==> src/rtl/id_ex_reg_if.sv <==
// ID/EX bundle: decoded fields from ID and the registered copy presented to EX.
interface id_ex_reg_if;
   logic        id_valid;
   logic [31:0] id_pc;
   logic [31:0] id_rs1_data;
   logic [31:0] id_rs2_data;
   logic [4:0]  id_rs1;
   logic [4:0]  id_rs2;
   logic [4:0]  id_rd;
   logic [31:0] id_imm;
   logic [7:0]  id_ctrl;

   logic        ex_valid;
   logic [31:0] ex_pc;
   logic [31:0] rs1_IDEX;
   logic [31:0] rs2_IDEX;
   logic [4:0]  ex_rs1;
   logic [4:0]  ex_rs2;
   logic [4:0]  ex_rd;
   logic [31:0] ex_imm;
   logic [7:0]  ex_ctrl;

   modport master (
      output id_valid, id_pc, id_rs1_data, id_rs2_data,
      output id_rs1, id_rs2, id_rd, id_imm, id_ctrl,
      input  ex_valid, ex_pc, rs1_IDEX, rs2_IDEX,
      input  ex_rs1, ex_rs2, ex_rd, ex_imm, ex_ctrl
   );

   modport slave (
      input  id_valid, id_pc, id_rs1_data, id_rs2_data,
      input  id_rs1, id_rs2, id_rd, id_imm, id_ctrl,
      output ex_valid, ex_pc, rs1_IDEX, rs2_IDEX,
      output ex_rs1, ex_rs2, ex_rd, ex_imm, ex_ctrl
   );
endinterface

==> src/rtl/id_ex_reg.sv <==
// ID/EX pipeline register with load-use stall, flush and hazard counters.
// Optional WB-to-ID operand bypass: define ID_EX_WB_BYPASS_EN.
module id_ex_reg #(
   parameter int CNT_W = 16
) (
   input  logic             clk,
   input  logic             rst_n,
   id_ex_reg_if.slave       bus,
   input  logic             flush,
   input  logic             wb_reg_write,
   input  logic [4:0]       wb_rd,
   input  logic [31:0]      wb_write_data,
   output logic             stall,
   output logic [CNT_W-1:0] stall_cnt,
   output logic [CNT_W-1:0] flush_cnt
);

   typedef struct packed {
      logic        valid;
      logic [31:0] pc;
      logic [31:0] rs1_data;
      logic [31:0] rs2_data;
      logic [4:0]  rs1;
      logic [4:0]  rs2;
      logic [4:0]  rd;
      logic [31:0] imm;
      logic [7:0]  ctrl;
   } ex_t;

   ex_t         st_q;
   ex_t         st_d;
   logic        haz;
   logic        rd_hit;
   logic [31:0] op1;
   logic [31:0] op2;

   assign rd_hit = (st_q.rd == bus.id_rs1) |
                   (st_q.rd == bus.id_rs2);

   assign haz = st_q.valid & st_q.ctrl[1] &
                (st_q.rd != 5'd0) & bus.id_valid & rd_hit;

   assign stall = haz & ~flush;

`ifdef ID_EX_WB_BYPASS_EN
   logic byp1;
   logic byp2;

   // Regfile may return stale data when WB writes the same index
   assign byp1 = wb_reg_write & (wb_rd != 5'd0) &
                 (wb_rd == bus.id_rs1);
   assign byp2 = wb_reg_write & (wb_rd != 5'd0) &
                 (wb_rd == bus.id_rs2);
   assign op1 = byp1 ? wb_write_data : bus.id_rs1_data;
   assign op2 = byp2 ? wb_write_data : bus.id_rs2_data;
`else
   logic wb_unused;

   assign wb_unused = ^{wb_reg_write, wb_rd, wb_write_data};
   assign op1 = bus.id_rs1_data;
   assign op2 = bus.id_rs2_data;
`endif

   always_comb begin
      st_d = '0;
      if (!flush && !haz) begin
         st_d.valid    = bus.id_valid;
         st_d.pc       = bus.id_pc;
         st_d.rs1_data = op1;
         st_d.rs2_data = op2;
         st_d.rs1      = bus.id_rs1;
         st_d.rs2      = bus.id_rs2;
         st_d.rd       = bus.id_rd;
         st_d.imm      = bus.id_imm;
         st_d.ctrl     = bus.id_valid ? bus.id_ctrl : 8'd0;
      end
   end

   always_ff @(posedge clk or negedge rst_n) begin
      if (!rst_n) st_q <= '0;
      else        st_q <= st_d;
   end

   // Counters hold at all-ones instead of wrapping
   always_ff @(posedge clk or negedge rst_n) begin
      if (!rst_n) begin
         stall_cnt <= '0;
         flush_cnt <= '0;
      end else begin
         if (stall && stall_cnt != '1)
            stall_cnt <= stall_cnt + 1'b1;
         if (flush && bus.id_valid && flush_cnt != '1)
            flush_cnt <= flush_cnt + 1'b1;
      end
   end

   assign bus.ex_valid = st_q.valid;
   assign bus.ex_pc    = st_q.pc;
   assign bus.rs1_IDEX = st_q.rs1_data;
   assign bus.rs2_IDEX = st_q.rs2_data;
   assign bus.ex_rs1   = st_q.rs1;
   assign bus.ex_rs2   = st_q.rs2;
   assign bus.ex_rd    = st_q.rd;
   assign bus.ex_imm   = st_q.imm;
   assign bus.ex_ctrl  = st_q.ctrl;

endmodule

==> src/flat_wrapper.sv <==
// flat-port wrapper written by rule: the top's interface ports become plain ports
module id_ex_reg_flat 
#(
   parameter int CNT_W = 16
)
  (clk, rst_n, flush, wb_reg_write, wb_rd, wb_write_data, stall, stall_cnt, flush_cnt, bus_id_valid, bus_id_pc, bus_id_rs1_data, bus_id_rs2_data, bus_id_rs1, bus_id_rs2, bus_id_rd, bus_id_imm, bus_id_ctrl, bus_ex_valid, bus_ex_pc, bus_rs1_IDEX, bus_rs2_IDEX, bus_ex_rs1, bus_ex_rs2, bus_ex_rd, bus_ex_imm, bus_ex_ctrl);
  id_ex_reg_if bus_i ();
  input  logic clk;
  input  logic rst_n;
  input  logic flush;
  input  logic wb_reg_write;
  input  logic [4:0] wb_rd;
  input  logic [31:0] wb_write_data;
  output logic stall;
  output logic [CNT_W-1:0] stall_cnt;
  output logic [CNT_W-1:0] flush_cnt;
  input wire logic [$bits(bus_i.id_valid)-1:0] bus_id_valid;
  input wire logic [$bits(bus_i.id_pc)-1:0] bus_id_pc;
  input wire logic [$bits(bus_i.id_rs1_data)-1:0] bus_id_rs1_data;
  input wire logic [$bits(bus_i.id_rs2_data)-1:0] bus_id_rs2_data;
  input wire logic [$bits(bus_i.id_rs1)-1:0] bus_id_rs1;
  input wire logic [$bits(bus_i.id_rs2)-1:0] bus_id_rs2;
  input wire logic [$bits(bus_i.id_rd)-1:0] bus_id_rd;
  input wire logic [$bits(bus_i.id_imm)-1:0] bus_id_imm;
  input wire logic [$bits(bus_i.id_ctrl)-1:0] bus_id_ctrl;
  output wire logic [$bits(bus_i.ex_valid)-1:0] bus_ex_valid;
  output wire logic [$bits(bus_i.ex_pc)-1:0] bus_ex_pc;
  output wire logic [$bits(bus_i.rs1_IDEX)-1:0] bus_rs1_IDEX;
  output wire logic [$bits(bus_i.rs2_IDEX)-1:0] bus_rs2_IDEX;
  output wire logic [$bits(bus_i.ex_rs1)-1:0] bus_ex_rs1;
  output wire logic [$bits(bus_i.ex_rs2)-1:0] bus_ex_rs2;
  output wire logic [$bits(bus_i.ex_rd)-1:0] bus_ex_rd;
  output wire logic [$bits(bus_i.ex_imm)-1:0] bus_ex_imm;
  output wire logic [$bits(bus_i.ex_ctrl)-1:0] bus_ex_ctrl;
  assign bus_i.id_valid = bus_id_valid;
  assign bus_i.id_pc = bus_id_pc;
  assign bus_i.id_rs1_data = bus_id_rs1_data;
  assign bus_i.id_rs2_data = bus_id_rs2_data;
  assign bus_i.id_rs1 = bus_id_rs1;
  assign bus_i.id_rs2 = bus_id_rs2;
  assign bus_i.id_rd = bus_id_rd;
  assign bus_i.id_imm = bus_id_imm;
  assign bus_i.id_ctrl = bus_id_ctrl;
  assign bus_ex_valid = bus_i.ex_valid;
  assign bus_ex_pc = bus_i.ex_pc;
  assign bus_rs1_IDEX = bus_i.rs1_IDEX;
  assign bus_rs2_IDEX = bus_i.rs2_IDEX;
  assign bus_ex_rs1 = bus_i.ex_rs1;
  assign bus_ex_rs2 = bus_i.ex_rs2;
  assign bus_ex_rd = bus_i.ex_rd;
  assign bus_ex_imm = bus_i.ex_imm;
  assign bus_ex_ctrl = bus_i.ex_ctrl;
  id_ex_reg #(.CNT_W(CNT_W)) u_core (.clk(clk), .rst_n(rst_n), .bus(bus_i), .flush(flush), .wb_reg_write(wb_reg_write), .wb_rd(wb_rd), .wb_write_data(wb_write_data), .stall(stall), .stall_cnt(stall_cnt), .flush_cnt(flush_cnt));
endmodule
==> config.mk <==
export PLATFORM = sky130hd
export DESIGN_NAME = id_ex_reg_flat
export DESIGN_NICKNAME = d
export VERILOG_FILES = /design/src/rtl/id_ex_reg_if.sv /design/src/rtl/id_ex_reg.sv /design/src/flat_wrapper.sv
export SDC_FILE = /design/constraint.sdc
export NUM_CORES = 1
export LEC_CHECK = 0
export BUFFER_PORTS_ARGS = -buffer_cell sky130_fd_sc_hd__buf_2
export CAP_MARGIN = 20
export CORE_AREA = 2 2 145 147
export CTS_CLUSTER_DIAMETER = 80
export DETAILED_ROUTE_END_ITERATION = 10
export DIE_AREA = 0 0 147 149
export GPL_TIMING_DRIVEN = 0
export PLACE_DENSITY = 0.63
export SETUP_SLACK_MARGIN = 0.15
export SYNTH_ARGS = -nofsm -noshare
export SYNTH_HDL_FRONTEND = slang
export SYNTH_SLANG_ARGS = --single-unit
==> constraint.sdc <==
create_clock -name clk -period 2.4 [get_ports clk]
set_clock_uncertainty 0.2 [all_clocks]
set_input_delay 0 -clock clk [delete_from_list [all_inputs] [get_ports clk]]
set_output_delay 0 -clock clk [all_outputs]
set_load 0.01 [all_outputs]
==> results.md, run 1 <==
- DP Area: 8660 um^2
- Rows: 53
- Yosys reg bits: 184
- final routed DRC violation total: 0
- signal arrival time at the worst endpoint: 2.41 ns
- startpoint of the lowest-slack register-to-register path: u_core.bus.ex_rd[1]
- die area: 21900 um^2
- Layout area overhead: 66.8%
- Crit Path Max Fanout: 10
- maximum vdd drop: 430 uV
- via count of the routed design: 5541
- Power Dens Cells: 674 nW/um^2
- warning count from the yosys run: 0
- post-synthesis area per instance: 13.4 um^2
- ant diodes: 0
- Net Count, Synth: 685
- clock tree sinks: 184
- slew at the pin closest to its max-slew limit: 0.726 ns
- clock buffers created by TritonCTS: 17
- Inst Count DP: 1105
- reg-to-reg endpoint: u_core.bus.rs1_IDEX[27]
- count of antenna-violating nets left after detailed routing: 0
- IO Port Bufs: 339
- first-pass GRT wire length: 31.1 mm
- top-level port count: 378
- clock latency on the worst-skew pair: 0.42 ns
- antenna violations before repair: 0
- via count of the first global-routing pass: 5948
- Post-synth EDFFs: 0
- post-layout minimum cycle time: 2.27 ns
- hold violation total from the final report: 5
- count of TritonRoute iterations in the first routing pass: 5
- ranking of synthesized cells by area: dfrtp_1 (70%), and2_1 (15%), xnor2_1 (4.0%), buf_6 (1.4%), nand3_1 (1.2%)
- total power of the final layout: 0.00740 W
- kind of start point of the critical path: register
- class of the tightest hold or removal check: input port to async pin
- core utilization of the finished layout: 53.4%
- flip-flop cell with the highest count after synthesis: dfrtp_1
- Rel. slew slack: 51.6%
- sequential cell area fraction in the yosys report: 69.9%
- clock-pin slew on the worst setup and hold paths: 0.07 ns
- number of unique standard cell types used by synthesis: 32
- area of all placed cells without fillers: 11000 um^2
- outcome: finished with violations
- root buf cell: clkbuf_16
- total number of H-tree levels: 4
- Vias/cell: 4.28
- failing checks: hold timing
- final number of max-transition violations: 0
- die extent in x: 147 um
- Post-layout nets: 1204
- post-synthesis cell type with the largest combined area: dfrtp_1
- Critical path destination: u_core.bus.rs1_IDEX[27]
- proportion of synthesized flip-flops having asynchronous set or reset: 100%
- combined global-route utilization of all metal layers: 18.3%
- gpl congestion: 0.751
- maximum number of pins on one net before global-route repair: 97
- effective utilization at floorplan: 32.0%
- grt ovf: 0
- Crit path required time: 2.54 ns
- register-to-register setup slack: 0.13 ns
- startpoint of the most critical setup path: u_core.bus.ex_rd[1]
- setup repair after global routing missed its margin: yes
- Clock Tree Buf Depth: 2
- post-route fraction of the period consumed by the critical path: 94.6%
- highest attainable clock frequency: 0.440 GHz
- vertical extent of the die: 149 um
- reg2reg path depth: 7
- CTS tree: done
- DRC marker count from the first detailed-route iteration: 167
- type of destination of the critical path: register
- Post-Route Hold Slack: -0.0309 ns
- final HPWL from detailed placement: 13.1 mm
- max-capacitance violation count: 0
- leakage power: 5.71 nW
- Netlist Area Pre-Place: 6580 um^2
- share of the synthesized area in the top cell type: 69.9%
- post-synthesis cell count: 490
- core area: 20600 um^2
- routed wire length: 20.0 mm
- final setup violation count: 0
- ratio of cells with drive above 1 in the final layout: 40.0%
- WL/cell: 15.4 um
- Post-Layout Cell Count: 1296
- critical path class: register to register
==> repair_timing <==
action	in CTS	in global routing
setup endpoints to repair	165	155
pin swaps	2	1
setup buffers	4	2
hold buffers	155	0
hold endpoints to repair	295	0
gates resized for setup	16	15
==> logic make-up (layout without fill, tap and decap cells) <==
kind of cell	Yosys count	count (layout)	synth area share, %
AO/OA/AOI/OAI	13	13	1.58
flip-flops	184	184	69.9
buffers and inverters	21	552	2.15
XOR/XNOR	38	38	5.06
AND/OR/NAND/NOR	230	230	20.6
multiplexers	2	2	0.342
adder cells (fa/ha/maj)	2	2	0.380
==> how the worst min path moves through the flow <==
stage                                          to  slack [ns]  depth (start not counted)
after CTS                     u_core.stall_cnt[9]        0.01                          2
after detailed placement      u_core.stall_cnt[9]       -0.13                          1
after global routing         u_core.stall_cnt[10]       0.009                          2
final                        u_core.stall_cnt[10]       -0.03                          2
after global placement    u_core.bus.rs1_IDEX[20]       0.005                          2
after floorplan             u_core.bus.ex_ctrl[0]       -0.50                          0
==> stage by stage <==
step | setup WS [ns] | TNS [ns] | hold WS, ns
global placement | -1.85 | -347.63 | 0.00542
floorplan | 0.311 | 0 | -0.496
global route | 0.0603 | 0 | 0.00865
finish | 0.130 | 0 | -0.0309
detailed placement | -0.211 | -15.88 | -0.128
CTS | 0.0626 | 0 | 0.00979
==> state kept, by name, summed over array words and instances, names as in the netlist <==
name	count
u_core.bus.ex_imm	32
u_core.bus.ex_pc	32
u_core.bus.rs1_IDEX	32
u_core.bus.rs2_IDEX	32
u_core.flush_cnt	16
u_core.stall_cnt	16
u_core.bus.ex_ctrl	8
u_core.bus.ex_rd	5
u_core.bus.ex_rs1	5
u_core.bus.ex_rs2	5
u_core.bus.ex_valid	1
==> cell usage after synthesis (2+ instances only) <==
library cell,n
a21oi_1,2
a31o_2,2
and2_1,154
and3_1,8
and4_1,2
buf_2,2
buf_6,8
clkbuf_1,7
dfrtp_1,184
ha_1,2
inv_1,4
mux2_2,2
nand2_1,13
nand3_1,16
nand4_1,12
nor2_1,14
nor3_1,4
nor4_1,2
o21a_1,2
or2_2,2
xnor2_1,30
xor2_1,8
==> critical path, stage by stage (launching register included) <==
cell	delay, ns
dfrtp_2	0.42
or4_4	0.55
o21a_4	0.25
a21oi_4	0.13
buf_6	0.16
buf_12	0.15
buf_8	0.14
and2_1	0.18
==> report_power, final <==
part           switching [W]  leakage [nW]  total, W  internal (W)
Combinational       0.000463          3.01   0.00100      0.000539
Sequential          0.000105          2.39   0.00338       0.00327
Clock                0.00121         0.311   0.00302       0.00181
==> layout make-up <==
type	instances	area, um^2
multi-input cells	285	1890
flip-flops and latches	184	4610
fillers	1787	9570
clock buffers	19	453
repair buffers	501	3330
clock inverters	12	185
inverters	4	15.0
plain buffers	16	154
well taps	275	344
==> layout by cell type, fill, tap and decap left out, types with 3 or more instances in the layout <==
cell,n
inv_1,4
nand2_1,13
and2_1,153
clkbuf_16,17
nor3_1,4
xor2_1,8
buf_4,7
buf_2,339
nand4_1,12
nand3_1,15
bufinv_16,4
dfrtp_1,183
inv_6,4
clkbuf_2,4
buf_6,6
nor2_1,14
and3_1,8
dlygate4sd3_1,155
xnor2_1,30
buf_8,3
==> metal layers <==
metal  vias up  wire [um]  GRT usage [%]
met5         -          0              0
met1      2647       7650           20.8
met2       248      10200           32.0
li1       2606          -              -
met4         0        584           7.69
met3        40       1530           5.69
Note: power is estimated with default switching activity, not from simulation.
==> inputs of run 2 (changes only) <==
- CORE_AREA: 2 2 145 147 -> 5 5 144 146
- DIE_AREA: 0 0 147 149 -> 0 0 149 151
- PLACE_DENSITY: 0.63 -> 0.66
==> run 2 against run 1 <==
Critical endpoint is now u_core.bus.ex_pc[27]. The flow still finishes with violations (hold timing). Power decreased by 2.7%. Clock power decreased by 6.6%. Setup slack improved by 0.059 ns. Largest cell class unchanged. Flip-flop and latch count unchanged.
==> results.md, run 2 (synthesized netlist as in run 1, its figures left out) <==
- Layout area overhead: 66.7%, about the same
- global route hottest layer: met2
- post-layout minimum cycle time: 2.21 ns, -0.0586 ns
- hold violation total from the final report: 24, +19
- type of destination of the critical path: register
- kind of start point of the critical path: register
- Worst Setup Slack post-DPL: -0.170 ns, +0.0419 ns
- die extent in x: 149 um, +1.4%
- CTS tree: done
- Rel. slew slack: 55.6%, +4.0 points
- Rows: 51, -3.8%
- Vias/cell: 4.23, -0.98%
- most common library cell in the layout ignoring fill and taps: buf_2
- via count of the routed design: 5470, -1.3%
- final routed DRC violation total: 0, unchanged
- most used cell, CP: buf_12
- slew at the pin closest to its max-slew limit: 0.667 ns, -0.0595 ns
- clock buffers created by TritonCTS: 17, unchanged
- GR met3 Demand/Resource: 7.03%, +1.3 points
- WL/cell: 16.0 um, +3.6%
- DRC marker count from the first detailed-route iteration: 136, -19%
- clock tree sinks: 184, unchanged
- IO Port Bufs: 339, unchanged
- maximum vdd drop: 443 uV, +3.0%
- slowest stage cell, crit path: or4_4
- max-capacitance violation count: 0, unchanged
- count of antenna-violating nets left after detailed routing: 0, unchanged
- clock-pin slew on the worst setup and hold paths: 0.07 ns, about the same
- core area: 19300 um^2, -6.3%
- critical path class: register to register
- ratio of cells with drive above 1 in the final layout: 40.2%, +0.23 points
- clock latency on the worst-skew pair: 0.42 ns, about the same
- grt ovf: 0, unchanged
- maximum number of pins on one net before global-route repair: 96, -1.0%
- top-level port count: 378, unchanged
- first-pass GRT wire length: 32.0 mm, +3.1%
- root buf cell: clkbuf_16
- count of TritonRoute iterations in the first routing pass: 4, -1
- Crit Path Max Fanout: 10, unchanged
- effective utilization at floorplan: 34.2%, +2.1 points
- GR Util met2: 33.1%, +1.1 points
- signal arrival time at the worst endpoint: 2.36 ns, -0.05 ns
- DP Area: 8650 um^2, -0.14%
- final setup violation count: 0, unchanged
- die area: 22500 um^2, +2.7%
- failing checks: hold timing
- vertical extent of the die: 151 um, +1.3%
- via count of the first global-routing pass: 6010, +1.0%
- Global Route met1 Usage: 20.0%, -0.85 points
- combined global-route utilization of all metal layers: 18.3%, +0.065 points
- core utilization of the finished layout: 57.0%, +3.5 points
- # fillers: 1586, -11%
- class of the tightest hold or removal check: input port to async pin
- Post-Route Hold Slack: -0.0330 ns, -0.00209 ns
- commonest cells after routing, fill and taps aside: buf_2 (340), dfrtp_1 (183), dlygate4sd3_1 (155)
- routed wire length: 20.6 mm, +3.3%
- antenna violations before repair: 4, +4
- Power Dens Cells: 656 nW/um^2, -2.7%
- Post-Layout Cell Count: 1292, -0.31%
- Post-layout nets: 1207, +0.25%
- Inst Count DP: 1095, -0.90%
- Clock Tree Buf Depth: 2, unchanged
- Crit path required time: 2.55 ns, about the same
- area of all placed cells without fillers: 11000 um^2, about the same
- setup repair after global routing missed its margin: yes
- highest attainable clock frequency: 0.452 GHz, +2.6%
- final number of max-transition violations: 0, unchanged
- Cell Chain, Critical Path: or4_4, o21a_4, a21oi_4, buf_12, buf_12, buf_8, and2_1
- leakage power: 5.72 nW, +0.10%
- gpl congestion: 0.767, +2.1%
- highest cell delay on the worst timing path: 0.55 ns, about the same
- total number of H-tree levels: 4, unchanged
- outcome: finished with violations
- setup slack of the critical path after layout: 0.188 ns, +0.0586 ns
- post-route fraction of the period consumed by the critical path: 92.2%, -2.4 points
- final HPWL from detailed placement: 13.9 mm, +5.9%
## run 2: cell types whose count changed in the layout (fill, tap and decap cells not counted), moves of 2 or more
cell       delta
diode_2       +2
clkbuf_2      +2
clkbuf_8      -2
bufinv_16     -3
inv_8         +2
inv_6         +2
clkinv_8      +4
buf_6         -2
## run 2: worst paths after layout
| check | start | to | slack (ns) | depth (start not counted) |
|---|---|---|---|---|
| worst max-delay path | u_core.bus.ex_rd[2] | u_core.bus.ex_pc[27] | 0.19 | 7 |
| worst min-delay path | rst_n | u_core.flush_cnt[13] | -0.03 | 2 |
| worst max register to register | u_core.bus.ex_rd[2] | u_core.bus.ex_pc[27] | 0.19 | 7 |
| worst min register to register | u_core.flush_cnt[15] | u_core.flush_cnt[15] | 0.29 | 1 |
| max in group asynchronous | rst_n | u_core.bus.rs1_IDEX[8] | 1.14 | 3 |
| min in group clk | bus_id_rs2_data[22] | u_core.bus.rs2_IDEX[22] | 0.12 | 3 |
## run 2: layout make-up
type	count	area [um^2]	area share [%]
antenna	2	5.00	0.0456
buffer	17	158	1.44
tap	265	332	3.02
timing repair buffer	503	3360	30.6
sequential	184	4610	42.0
clock inverter	14	179	1.63
clock buffer	18	429	3.91
inverter	4	15.0	0.137
multi-input combinational	285	1900	17.3
## run 2: critical path, delay by kind of cell, from the launching register on
| family | cells | cell delay [ns] |
|---|---|---|
| simple gates | 2 | 0.70 |
| compound gates | 2 | 0.42 |
| buf+inv | 3 | 0.43 |
| flops | 1 | 0.39 |
## run 2: per-stage QoR
stage / hold slack, ns / TNS [ns] / power [W]
3_5_place_dp: -0.146 / -3.93 / 0.00420
2_1_floorplan: -0.496 / 0 / 0.00375
6_report: -0.0330 / 0 / 0.00720
4_1_cts: 0.00877 / 0 / 0.00727
3_3_place_gp: 0.00605 / -327.00 / 0.00419
5_1_grt: 0.0101 / 0 / 0.00755
## run 2: report_power, final
| group | switching, W | total (W) | leakage (nW) | internal [W] |
|---|---|---|---|---|
| Sequential | 0.000106 | 0.00338 | 2.39 | 0.00327 |
| Combinational | 0.000464 | 0.00101 | 3.03 | 0.000543 |
| Clock | 0.00131 | 0.00282 | 0.296 | 0.00150 |
## run 2: layer usage
layer  part of all wire, %  up-vias
li1                      -     2623
met1                    36     2588
met2                    53      219
met3                   8.1       34
met4                   2.1        6
met5                  0.19        -
## run 2: repair_timing
item / in CTS / in global routing
hold buffers: 155 / 0
endpoints found under the setup margin: 165 / 108
endpoints found under the hold margin: 344 / 0
pin swaps: 1 / 3
setup buffers: 5 / 3
gates resized for setup: 12 / 15
==> inputs of run 3 (changes only) <==
- GPL_TIMING_DRIVEN: 0 -> unset
==> run 3 against run 2 <==
The run now ends clean. Via count shrank 1.6%. First-iteration DRC count fell by 18%. Clock power decreased by 3%. Highest routed layer is now met4.
==> results.md, run 3 (synthesized netlist as in run 1, its figures left out) <==
- Post-layout nets: 1200, -0.58%
- ant diodes: 0, -2
- maximum vdd drop: 452 uV, +1.9%
- Vias/cell: 4.19, -0.94%
- post-route fraction of the period consumed by the critical path: 89.3%, -2.9 points
- setup slack of the critical path after layout: 0.258 ns, +0.0692 ns
- Crit Path Max Fanout: 51, +41
- clock-pin slew on the worst setup and hold paths: 0.08 ns, about the same
- Layout area overhead: 64.9%
- worst hold path cell count: 3
- Worst Setup Slack post-DPL: 0.177 ns, +0.347 ns
- signal arrival time at the worst endpoint: 2.30 ns, -0.06 ns
- IO Port Bufs: 339, unchanged
- highest attainable clock frequency: 0.467 GHz, +3.2%
- total number of H-tree levels: 4, unchanged
- critical path class: register to register
- total power of the final layout: 0.00710 W, -1.4%
- max-capacitance violation count: 0, unchanged
- combined global-route utilization of all metal layers: 18.5%, +0.12 points
- CTS tree: done
- kind of start point of the critical path: register
- reg2reg path depth: 6, -1
- maximum number of pins on one net before global-route repair: 75, -22%
- most used cell, CP: buf_12
- via count of the first global-routing pass: 5920, -1.5%
- register-to-register setup slack: 0.26 ns, +0.07 ns
- WL/cell: 16.0 um, +0.37%
- Power Dens Cells: 654 nW/um^2, -0.36%
- beginning of the worst hold path: bus_id_rs1_data[23]
- final HPWL from detailed placement: 13.5 mm, -3.0%
- highest cell delay on the worst timing path: 0.56 ns, about the same
- root buf cell: clkbuf_16
- Rel. slew slack: 58.0%, +2.4 points
- die extent in x: 149 um, unchanged
- DRC marker count from the first detailed-route iteration: 112, -18%
- slowest stage cell, crit path: or4_1
- # fillers: 1581, -0.32%
- class of the tightest hold or removal check: input port to register
- effective utilization at floorplan: 34.2%, unchanged
- reg-to-reg endpoint: u_core.bus.ex_imm[14]
- count of antenna-violating nets left after detailed routing: 0, unchanged
- via count of the routed design: 5381, -1.6%
- final routed DRC violation total: 0, unchanged
- clock buffers created by TritonCTS: 17, unchanged
- FF+latch area: 4600 um^2, about the same
- hold endpoint: u_core.bus.rs1_IDEX[23]
- ratio of cells with drive above 1 in the final layout: 38.8%, -1.4 points
- Rows: 51, unchanged
- final number of max-transition violations: 0, unchanged
- routed wire length: 20.6 mm, -0.32%
- Crit path required time: 2.56 ns, about the same
- Clock Tree Buf Depth: 2, unchanged
- summed negative setup slack over all endpoints: 0 ns, unchanged
- antenna violations before repair: 0, -4
- post-layout minimum cycle time: 2.14 ns, -0.0692 ns
- slew at the pin closest to its max-slew limit: 0.630 ns, -0.0364 ns
- first-pass GRT wire length: 32.1 mm, +0.17%
- gpl congestion: 0.767, about the same
- grt ovf: 0, unchanged
- area of the multi-input gates: 1840 um^2, -2.7%
- final setup violation count: 0, unchanged
- type of destination of the critical path: register
- leakage power: 5.66 nW, -0.95%
- Inst Count DP: 1093, -0.18%
- count of TritonRoute iterations in the first routing pass: 5, +1
- setup repair after global routing missed its margin: no
- clock tree sinks: 184, unchanged
- startpoint of the lowest-slack register-to-register path: u_core.bus.ex_rd[1]
- core area: 19300 um^2, unchanged
- Post-Layout Cell Count: 1283, -0.70%
- most common library cell in the layout ignoring fill and taps: buf_2
- clock latency on the worst-skew pair: 0.42 ns, about the same
- commonest cells after routing, fill and taps aside: buf_2 (338), dfrtp_1 (184), dlygate4sd3_1 (157)
- top-level port count: 378, unchanged
- hold violation total from the final report: 0, -100%
- outcome: finished, final reports clean
- core utilization of the finished layout: 56.3%, -0.61 points
- vertical extent of the die: 151 um, unchanged
- Cell Chain, Critical Path: or4_1, o21a_1, a21oi_4, buf_12, buf_12, and2_1
- die area: 22500 um^2, unchanged
-- run 3: cell types whose count changed in the layout (fill, tap and decap cells not counted), sizes merged --
| cell | change |
|---|---|
| clkbuf | -6 |
| bufinv | -1 |
| diode | -2 |
| buf | -3 |
| inv | -1 |
| dlygate4sd3 | +2 |
| clkinv | +2 |
-- run 3: what timing repair did --
item,CTS,global route
setup buffers,0,1
setup endpoints to repair,0,105
endpoints found under the hold margin,340,0
resized for setup,0,1
hold buffers,157,0
-- run 3: metrics by stage --
step                instance area, um^2  hold WS [ns]
floorplan                          6580        -0.496
global placement                   8680        -0.122
detailed placement                 8680        -0.107
CTS                               10800        0.0806
global route                      10900        0.0888
finish                            10900         0.111
-- run 3: layout make-up --
cell class | count | area share (%)
timing repair buffer | 513 | 32.0
clock inverter | 14 | 1.43
sequential | 184 | 42.4
inverter | 4 | 0.138
tap | 265 | 3.05
multi-input combinational | 285 | 17.0
clock buffer | 18 | 3.95
-- run 3: power by group --
| part | internal (W) | total [W] | switching [W] |
|---|---|---|---|
| Sequential | 0.00327 | 0.00338 | 0.000105 |
| Clock | 0.00140 | 0.00274 | 0.00134 |
| Combinational | 0.000532 | 0.000985 | 0.000453 |
| Total | 0.00520 | 0.00710 | 0.00190 |
-- run 3: how the worst max path moves through the flow --
stage	from	endpoint	slack, ns	cells past startpoint
final	u_core.bus.ex_rd[1]	u_core.bus.ex_imm[14]	0.26	6
after global routing	u_core.bus.ex_rd[1]	u_core.bus.rs2_IDEX[21]	0.16	6
after CTS	u_core.bus.ex_rd[3]	u_core.bus.rs2_IDEX[21]	0.16	5
after detailed placement	u_core.bus.ex_rd[3]	u_core.bus.rs2_IDEX[21]	0.18	5
after global placement	u_core.bus.ex_rd[3]	u_core.bus.rs1_IDEX[8]	0.22	5
after floorplan	u_core.bus.ex_rd[1]	u_core.stall_cnt[1]	0.31	5
-- run 3: routing by layer --
metal,wire [um],vias up,global-route usage [%]
met5,0,-,0
met4,459,0,5.86
met3,1560,27,6.28
met2,10700,224,32.7
met1,7820,2529,21.1
li1,-,2601,-
-- run 3: worst max-delay path: cells and delay by family, from the launching register on --
kind | cells | cell delay (ns)
AND/OR/NAND/NOR | 2 | 0.74
AO/OA/AOI/OAI | 2 | 0.41
flip-flops | 1 | 0.38
buffers and inverters | 2 | 0.33
